### src/rtl/countdown_pkg.sv
// Shared definitions for the countdown timer: state encoding and default width.
package countdown_pkg;

    localparam int DEFAULT_WIDTH = 4;

    typedef enum logic [1:0] {
        IDLE = 2'b00,
        RUN  = 2'b01,
        DONE = 2'b10
    } state_e;

endpackage

### src/rtl/countdown_timer.sv
// Loadable down-counter with one-cycle terminal-count pulse, updated on the falling edge.
// Define COUNTDOWN_AUTORELOAD_EN to make RUN reload and keep counting at terminal count.
module countdown_timer
    import countdown_pkg::*;
#(
    parameter int WIDTH = DEFAULT_WIDTH
) (
    input  logic             clk,
    input  logic             rst,
    input  logic             en,
    input  logic             load,
    input  logic [WIDTH-1:0] load_val,
    input  logic             start,
    output logic [WIDTH-1:0] count,
    output logic             busy,
    output logic             tc
);

    state_e           state_q, state_d;
    logic [WIDTH-1:0] count_q, count_d;
    logic [WIDTH-1:0] reload_q, reload_d;
    logic             busy_q, busy_d;
    logic             tc_q, tc_d;

    always_comb begin
        // NOTE: every variable gets a default first so no path leaves it unassigned (no latch).
        state_d  = state_q;
        count_d  = count_q;
        reload_d = reload_q;
        tc_d     = 1'b0;

        if (load) begin
            reload_d = load_val;
            count_d  = load_val;
            state_d  = IDLE;
        end else if (start && state_q != RUN) begin
            count_d = reload_q;
            if (reload_q != '0) begin
                state_d = RUN;
            end else begin
                tc_d    = 1'b1;
                state_d = DONE;
            end
        end else if (state_q == RUN && en) begin
            if (count_q > WIDTH'(1)) begin
                count_d = count_q - WIDTH'(1);
            end else begin
`ifdef COUNTDOWN_AUTORELOAD_EN
                count_d = reload_q;
                tc_d    = 1'b1;
`else
                // Saturate at zero: a count of 0 in RUN cannot occur, but never wrap.
                count_d = '0;
                tc_d    = 1'b1;
                state_d = DONE;
`endif
            end
        end

        busy_d = (state_d == RUN);
    end

    // NOTE: sequential state uses non-blocking assignments so all flops update together.
    always_ff @(negedge clk) begin
        if (rst) begin
            state_q  <= IDLE;
            count_q  <= '0;
            reload_q <= '0;
            busy_q   <= 1'b0;
            tc_q     <= 1'b0;
        end else begin
            state_q  <= state_d;
            count_q  <= count_d;
            reload_q <= reload_d;
            busy_q   <= busy_d;
            tc_q     <= tc_d;
        end
    end

    assign count = count_q;
    assign busy  = busy_q;
    assign tc    = tc_q;

endmodule

### config.mk
export PLATFORM = sky130hd
export DESIGN_NAME = countdown_timer
export DESIGN_NICKNAME = d
export VERILOG_FILES = /design/src/rtl/countdown_pkg.sv /design/src/rtl/countdown_timer.sv
export SDC_FILE = /design/constraint.sdc
export NUM_CORES = 1
export LEC_CHECK = 0
export BUFFER_PORTS_ARGS = -buffer_cell sky130_fd_sc_hd__buf_2
export CAP_MARGIN = 10
export CORE_AREA = 2 2 39 41
export DETAILED_ROUTE_END_ITERATION = 16
export DIE_AREA = 0 0 41 43
export GPL_ROUTABILITY_DRIVEN = 0
export HOLD_SLACK_MARGIN = 0.06
export PLACE_DENSITY_LB_ADDON = 0.25
export SLEW_MARGIN = 20
export SYNTH_ARGS = -nofsm -noshare
export SYNTH_HDL_FRONTEND = slang
export SYNTH_SLANG_ARGS = --single-unit
export TNS_END_PERCENT = 100
### constraint.sdc
create_clock -name clk -period 2.2 [get_ports clk]
set_clock_uncertainty 0.15 [all_clocks]
set_input_delay 0.22 -clock clk [delete_from_list [all_inputs] [get_ports clk]]
set_output_delay 0.22 -clock clk [all_outputs]
set_load 0.02 [all_outputs]
# After elaboration in Yosys (flattened, before gate mapping)
# Cells that the tools add are included.
dict set report classes {
  n_addsub 1
  mux 13
  reduce_logical 5
  magnitude_cmp 1
  eq_ne 3
}
# op count
set op_table {}
lappend op_table {{2-to-1 mux 4 bit} 4}
lappend op_table {{2-to-1 mux 2 bit} 5}
lappend op_table {{equality test 2 x 1 -> 1 bit, second input constant} 2}
lappend op_table {{> comparator 4 x 1 -> 1 bit, second input constant} 1}
lappend op_table {{2-to-1 mux 1 bit} 4}
lappend op_table {{nonzero test 4 bit} 1}
lappend op_table {{subtractor 4 x 1 -> 4 bit, second input constant} 1}
lappend op_table {{nonzero test 3 bit} 1}
lappend op_table {{logical AND 1 bit} 2}
lappend op_table {{inequality test 2 x 1 -> 1 bit, second input constant} 1}
lappend op_table {{OR reduction 2 bit} 1}
dict set report word_totals {
  in_bits 9
  ff_bits 12
  wordCells 28
  out_inout_bits 6
}

# Logic depth before layout (Yosys ltp)
# Gate-level depths: netlist (run 1).
dict set report depth {
  word_depth 6
  depth_mapped 6
  mapped_depth_nobuf 6
}

==> impl_metrics.csv, run 1 <==
group,metric,value,unit
worst_setup_path,crit_chain,"buf_6",
yosys,yosysTopAreaCellShare,37.1,%
placed_design,port-buffer-count,14,
yosys,syn_area,647,µm²
power_and_ir_drop,total_power,638,µW
global_route,gr-usage-met1,20.7,%
sta,slew_headroom,68.6,%
yosys,synth.avg_cell_area,8.98,µm²
finish,fill_cells,111,
drt,viasPerCell,5.51,
worst_setup_path,slowest_stage,"dfxtp_2",
power_and_ir_drop,powerDensity,645,nW/µm²
yosys,syn-instance-count,72,
sta,timing.hold.ws,354,ps
clocking,clock_latency,350,ps
global_route,antenna_found_initial,0,
die,initial_core_util,46.7,%
finish,final_common_cell,"inv_1",
sta,worst_pin_slew,467,ps
sta,final.setup.worst_slack,-64.3,ps
yosys,synth-seq-cells,12,
die,ios,15,
status,violations,"negative setup slack",
drt,antenna_left,0,
worst_setup_path,critPathTopFamily,"flip-flops",
clocking,cts_hold_buf,0,
drt,num_vias,722,
finish,final_cell_mix,"17 x inv_1, 16 x buf_4, 8 x buf_2",
yosys,synth_edf_count,0,
drt,wirelength,1690,µm
hold_path,hold_class,"reg -> reg",
finish,seqCellArea,248,µm²
sta,rsz0062_at_grt,"yes",
yosys,synth_seq_area_share,37.1,%
global_route,grt_pass1_vias,656,
sta,hold_viol_final,0,
placed_design,place_ws,-309,ps
finish,drive_gt1_share,42.6,%
die,num_rows,14,
clocking,clock_sinks,12,
die,die_area,1760,µm²
die,core,1380,µm²
yosys,synthesis.nets,83,
global_route,overflow,0,
drt,wl_per_cell,12.9,µm
power_and_ir_drop,power.static_leakage,0.000472,µW
global_route,top_usage_layer,"met2",
yosys,ys.flop_type,"dfxtp_1",
worst_setup_path,cp.arrival,1890,ps
drt,drc_errors,0,
worst_setup_path,path_buf_inv,1,
worst_setup_path,startpoint_type,"flop",
placed_design,dp_hpwl,1110,µm
power_and_ir_drop,irDropWorstVdd,523,µV
global_route,grt_max_degree,8,
job,cap_violations,0,
global_route,met2_usage,31.9,%
clocking,clk_pin_slew_worst_paths,50,ps
finish,antennaDiodeCount,0,
clocking,cts_tree,"built",
die,fp.dieW,41,µm
finish,multi_input_area,402,µm²
worst_setup_path,end_kind,"output pin",
yosys,yosysTopAreaCell,"dfxtp_1",
global_route,grt_pass1_wl,2490,µm
die,die_h,43,µm
clocking,cts_htree_levels,1,
sta,slew_viol_final,0,
yosys,synth.distinct_cells,31,
clocking,cts_made_buffers,3,
sta,setup_viol,7,
global_route,track_usage,21.0,%
finish,syn2layout_area_growth,52.8,%
clocking,cts_buffer_depth,2,
clocking,cts_root_buffer,"clkbuf_4",
finish,final_util,71.4,%
global_route,use_met3,9.95,%
yosys,synthTopCellsByArea,"dfxtp_1 37%, a221oi_1 8.1%, a21oi_1 4.6%, mux2i_1 4.6%, ha_1 3.9%",
worst_setup_path,critPathMaxFanout,2,
worst_setup_path,timing_worst_setup_path_type,"reg -> out",
worst_setup_path,max_stage_delay,330,ps
status,status,"finished with violations",
finish,final_net_count,127,
worst_setup_path,cp.required,1830,ps
yosys,yosysWarnings,0,
drt,drt_iter0_markers,26,
drt,first_pass_iters,4,
yosys,ys_async_sr_fraction,0,%
[tightest hold or removal path: stages (launching register included)]
cell      delay [ps]
dfxtp_1          320
inv_1             60
a311oi_1          70
[area by class of cell]
cell class / count / area share [%]
inverters: 5 / 1.90
multi-input cells: 52 / 40.6
clock buffers: 3 / 2.28
repair buffers: 30 / 23.0
flip-flops and latches: 12 / 25.1
clock inverters: 13 / 5.06
well taps: 16 / 2.03
[through the flow]
stage          setup TNS, ps  cells  cell area [µm²]
2_1_floorplan           -362     72              651
5_1_grt                 -505    131              988
6_report                -283    131              988
3_3_place_gp           -1990    113              828
3_5_place_dp           -2100    113              828
4_1_cts                 -321    130              957
[power by group]
part | switching [µW] | internal, µW
registers | 11.6 | 236
logic | 78.6 | 83.1
clock network | 134 | 94.8
[sequential cells by signal, indices dropped and copies added, names as in the netlist]
register / cells
busy: 1
count: 4
reload_q: 4
state_q: 2
tc: 1
[what timing repair did]
| action | in CTS | in global routing |
|---|---|---|
| endpoints found under the setup margin | 6 | 8 |
| gates cloned | 0 | 0 |
| buffers inserted | 2 | 1 |
| resized for setup | 18 | 4 |
[synth_stat cells (2+ instances only)]
library cell	number
nand3_1	3
mux2i_1	3
nand2b_1	3
a21oi_1	6
dfxtp_1	12
nor2_1	5
nand2_1	5
inv_1	6
ha_1	2
a221oi_1	6
[metal layers]
layer / vias up / routed length (µm)
li1: 353 / -
met5: - / 0
met3: 6 / 104
met1: 337 / 666
met4: 0 / 43
met2: 26 / 872
[cells by family after synthesis]
kind of cell / after synthesis / share of synthesized area (%)
mux: 3 / 4.64
compound gates: 20 / 25.0
simple gates: 27 / 24.6
fa+ha+maj: 2 / 3.87
flops: 12 / 37.1
buf+inv: 8 / 4.83
[final timing paths]
path	startpoint	to	slack [ps]	cells past startpoint
max	count[3]$_SDFFE_NP0P_	count[3]	-60	1
min	state_q[1]$_SDFF_NP0_	state_q[1]$_SDFF_NP0_	350	2
max reg2reg	count[0]$_SDFFE_NP0P_	count[0]$_SDFFE_NP0P_	220	8
min reg2reg	state_q[1]$_SDFF_NP0_	state_q[1]$_SDFF_NP0_	350	2
(Power assumes the default switching activity.)
==> run 2, diff against run 1 <==
Settings changed: SETUP_SLACK_MARGIN set to 0.15.
==> run 2 against run 1 <==
Net effect:
- sequential share of layout area fell by 1.8 points
- setup slack got worse by 11 ps
- global-route usage rose by 0.58 points
- first-iteration DRC count fell by 69%
- routed wire length rose by 7.2%
- core utilization rose by 6.1 points
- critical path depth did not move
- count of clock-buffer cells in the layout did not move
- the run still ends with negative setup slack left
- critical path type unchanged
- combinational power rose by 17%
- largest cell class unchanged
- non-clock buffer count fell by 1
- largest power group unchanged
- via count fell by 2.2%
- sequential power barely moved
==> impl_metrics.csv, run 2 (synthesis results as in run 1) <==
group,metric,value,unit
status,status,"finished with violations",
status,violations,"negative setup slack",
placed_design,placed_cells,110,
placed_design,port-buffer-count,14,
power_and_ir_drop,irDropWorstVdd,425,µV
finish,syn2layout_area_growth,66.0,%
sta,worst_pin_slew,509,ps
drt,wl_per_cell,13.9,µm
finish,final_cell_mix,"17 x inv_1, 14 x buf_4, 8 x buf_6",
worst_setup_path,cp.arrival,1910,ps
drt,first_pass_iters,3,
finish,drive_gt1_share,47.4,%
die,die_area,1760,µm²
global_route,grt_pass1_vias,650,
die,ios,15,
placed_design,place_ws,-324,ps
clocking,clock_latency,350,ps
sta,final.setup.worst_slack,-75.4,ps
worst_setup_path,startpoint_type,"flop",
global_route,track_usage,21.6,%
die,initial_core_util,46.7,%
clocking,cts_buffer_depth,2,
finish,final_cells,130,
sta,slew_headroom,65.7,%
die,num_rows,14,
worst_setup_path,critPathMaxFanout,2,
sta,slew_viol_final,0,
die,core,1380,µm²
die,fp.dieW,41,µm
clocking,cts_made_buffers,3,
global_route,grt_pass1_wl,2610,µm
drt,wirelength,1810,µm
power_and_ir_drop,power.static_leakage,0.000494,µW
clocking,clk_pin_slew_worst_paths,40,ps
worst_setup_path,cp.required,1830,ps
worst_setup_path,crit_chain,"buf_6",
clocking,clock_sinks,12,
global_route,grt_max_degree,12,
sta,rsz0062_at_grt,"yes",
drt,drc_errors,0,
finish,stdcell_area,1070,µm²
placed_design,dpl_cell_area,818,µm²
sta,hold_viol_final,0,
finish,final_net_count,126,
global_route,overflow,0,
clocking,cts_root_buffer,"clkbuf_4",
worst_setup_path,critPathTopFamily,"flip-flops",
worst_setup_path,max_stage_delay,340,ps
job,cap_violations,0,
worst_setup_path,slowest_stage,"dfxtp_4",
drt,antenna_left,0,
worst_setup_path,path_buf_inv,1,
hold_path,hold_class,"reg -> reg",
sta,setup_tns,-311,ps
power_and_ir_drop,powerDensity,626,nW/µm²
drt,num_vias,706,
global_route,antenna_found_initial,0,
sta,setup_viol,6,
finish,final_common_cell,"inv_1",
clocking,cts_tree,"built",
finish,antennaDiodeCount,0,
placed_design,dp_hpwl,1050,µm
worst_setup_path,end_kind,"output pin",
clocking,cts_htree_levels,1,
drt,viasPerCell,5.43,
drt,drt_iter0_markers,8,
worst_setup_path,timing_worst_setup_path_type,"reg -> out",
die,die_h,43,µm
==> run 2: cell count changes in the layout (fill, tap and decap cells not counted), sizes merged <==
| cell | previous run | this run |
|---|---|---|
| buf | 30 | 29 |
==> run 2: repair_timing <==
| item | in CTS | in global routing |
|---|---|---|
| resized for setup | 25 | 11 |
| hold buffers | 0 | 0 |
| endpoints found under the setup margin | 10 | 10 |
| pin swaps | 2 | 5 |
| buffers inserted | 2 | 3 |
==> run 2: routing by layer <==
| layer | GRT usage, % | vias to the layer above | wire, µm |
|---|---|---|---|
| met5 | 0 | - | 0 |
| met4 | 12.0 | 0 | 25 |
| met3 | 8.38 | 4 | 80 |
| met2 | 31.3 | 14 | 900 |
| met1 | 26.1 | 334 | 802 |
| li1 | - | 354 | - |
==> run 2: worst paths after layout <==
| check | startpoint | to | slack [ps] | depth (start not counted) |
|---|---|---|---|---|
| max | count[0]$_SDFFE_NP0P_ | count[0] | -80 | 1 |
| min | state_q[1]$_SDFF_NP0_ | state_q[1]$_SDFF_NP0_ | 350 | 2 |
| max reg2reg | count[0]$_SDFFE_NP0P_ | count[0]$_SDFFE_NP0P_ | 180 | 8 |
| min reg2reg | state_q[1]$_SDFF_NP0_ | state_q[1]$_SDFF_NP0_ | 350 | 2 |
==> run 2: layout make-up <==
cell class                 instances  area, µm²
clock buffer                       3       22.5
tap                               16       20.0
sequential                        12        250
multi-input combinational         52        467
timing repair buffer              29        245
inverter                           5       18.8
clock inverter                    13       50.0
fill                             101        310
==> run 2: through the flow <==
| step | hold WS [ps] | power (µW) | util, % |
|---|---|---|---|
| after global routing | 388 | 732 | 77.6 |
| after global placement | 328 | 413 | 59.1 |
| after detailed placement | 326 | 414 | 59.1 |
| after CTS | 346 | 646 | 71.7 |
| final | 354 | 672 | 77.6 |
| after floorplan | 307 | 364 | - |
==> run 2: where the power goes <==
group          internal (µW)  switching [µW]  leakage (µW)
clock network           94.8             140     0.0000778
registers                235            12.9      0.000101
logic                   98.2            90.6      0.000314
total                    428             244      0.000494
==> run 3, diff against run 2 <==
Settings changed: CORE_AREA 2 2 39 41 to 10 10 47 49, DIE_AREA 0 0 41 43 to 0 0 57 59.
==> run 3 against run 2 <==
Net effect:
- the run still ends with negative setup slack left
- via count down 4.0%
- final area down 6.4%
- critical path depth unchanged
- worst hold slack better by 2.8 ps
==> impl_metrics.csv, run 3 (synthesis results as in run 1) <==
group,metric,value,unit
die,die_h,59,µm
hold_path,hold_depth,2,
die,ios,15,
die,initial_core_util,46.2,%
clocking,clock_latency,330,ps
worst_setup_path,critPathMaxFanout,2,
power_and_ir_drop,p_sw,219,µW
power_and_ir_drop,switching_share,34.8,%
placed_design,dp_hpwl,1270,µm
finish,final_common_cell,"inv_1",
finish,syn2layout_area_growth,55.3,%
sta,setup_tns,-297,ps
die,num_rows,14,
worst_setup_path,crit_chain,"buf_6",
clocking,cts_buffer_depth,2,
worst_setup_path,cp.arrival,1900,ps
power_and_ir_drop,powerDensity,627,nW/µm²
finish,final_cell_mix,"17 x inv_1, 12 x buf_4, 8 x buf_6, 7 x buf_2",
power_and_ir_drop,power.static_leakage,0.000470,µW
drt,antenna_left,0,
finish,antennaDiodeCount,0,
clocking,cts_tree,"built",
status,status,"finished with violations",
worst_setup_path,timing_worst_setup_path_type,"reg -> out",
clocking,clk_pin_slew_worst_paths,40,ps
drt,drc_errors,0,
clocking,cts_root_buffer,"clkbuf_4",
global_route,overflow,0,
clocking,clock_sinks,12,
power_and_ir_drop,total_power,630,µW
drt,drt_iter0_markers,17,
hold_path,hold_class,"reg -> reg",
clocking,cts_hold_buf,0,
global_route,track_usage,10.7,%
global_route,grt_pass1_wl,2860,µm
die,fp.dieW,57,µm
finish,final_net_count,124,
clocking,cts_htree_levels,1,
power_and_ir_drop,combPwrFrac,26.6,%
worst_setup_path,cp.required,1830,ps
drt,wirelength,1820,µm
sta,hold_viol_final,0,
worst_setup_path,critPathTopFamily,"flip-flops",
worst_setup_path,slowest_stage,"dfxtp_4",
global_route,antenna_found_initial,0,
worst_setup_path,max_stage_delay,340,ps
sta,timing.hold.ws,357,ps
drt,num_vias,678,
placed_design,port-buffer-count,14,
power_and_ir_drop,p_int,411,µW
drt,first_pass_iters,4,
sta,setup_viol,7,
power_and_ir_drop,p_seq_share,39.3,%
clocking,cts_made_buffers,3,
worst_setup_path,startpoint_type,"flop",
global_route,grt_pass1_vias,641,
global_route,grt_max_degree,9,
finish,drive_gt1_share,45.0,%
die,die_area,3360,µm²
sta,worst_pin_slew,467,ps
worst_setup_path,path_buf_inv,1,
power_and_ir_drop,irDropWorstVdd,392,µV
sta,final.setup.worst_slack,-65.1,ps
job,cap_violations,0,
drt,viasPerCell,5.34,
worst_setup_path,rr_worst_depth,8,
status,violations,"negative setup slack",
worst_setup_path,end_kind,"output pin",
power_and_ir_drop,pwr-share-clk,34.1,%
sta,rsz0062_at_grt,"yes",
sta,slew_headroom,68.6,%
sta,slew_viol_final,0,
drt,wl_per_cell,14.3,µm
die,core,1400,µm²
worst_setup_path,worstSetupPathDepth,1,
[run 3: worst paths after layout]
| check | from | end | slack [ps] |
|---|---|---|---|
| max | count[0]$_SDFFE_NP0P_ | count[0] | -70 |
| min | reload_q[1]$_SDFFE_NP0P_ | reload_q[1]$_SDFFE_NP0P_ | 360 |
| max reg2reg | count[0]$_SDFFE_NP0P_ | count[1]$_SDFFE_NP0P_ | 210 |
| min reg2reg | reload_q[1]$_SDFFE_NP0P_ | reload_q[1]$_SDFFE_NP0P_ | 360 |
[run 3: layer usage]
layer | GRT usage, % | vias up | routed length (µm)
met5 | 0 | - | 0
met4 | 7.72 | 0 | 12
met3 | 6.22 | 2 | 70
met2 | 16.7 | 9 | 929
met1 | 10.4 | 322 | 803
li1 | - | 345 | -
[run 3: area by class of cell]
cell class / instances / area [µm²]
timing repair buffer: 27 / 215
inverter: 5 / 18.8
tap: 16 / 20.0
clock inverter: 12 / 45.0
sequential: 12 / 253
clock buffer: 3 / 22.5
multi-input combinational: 52 / 430
fill: 115 / 397
[run 3: power by group through the flow]
stage / Combinational, µW / Clock, µW / Sequential, µW
after floorplan: 68.5 / 36.3 / 259
after global placement: 125 / 36.3 / 249
after detailed placement: 126 / 36.3 / 250
after CTS: 159 / 231 / 247
after global routing: 181 / 252 / 248
final: 168 / 215 / 247
[run 3: what timing repair did]
item | CTS | global route
resized for setup | 28 | 3
hold endpoints to repair | 0 | 0
buffers inserted | 3 | 0
pin swaps | 4 | 2
setup endpoints to repair | 11 | 13
[run 3: stage by stage]
step	util, %	std cells	cell area [µm²]	worst slack [ps]
after global placement	57.5	110	806	-261
after CTS	70.6	127	990	-83.9
after global routing	71.7	127	1000	-98.4
final	71.7	127	1000	-65.1
after detailed placement	57.5	110	806	-306
after floorplan	-	72	653	-138
[run 3: tightest hold or removal path: cells and delay by family, from the launching register on]
family / cells / cell delay (ps)
DFF: 1 / 330
AOI/OAI and AO/OA: 1 / 60
and+or+nand+nor: 1 / 80
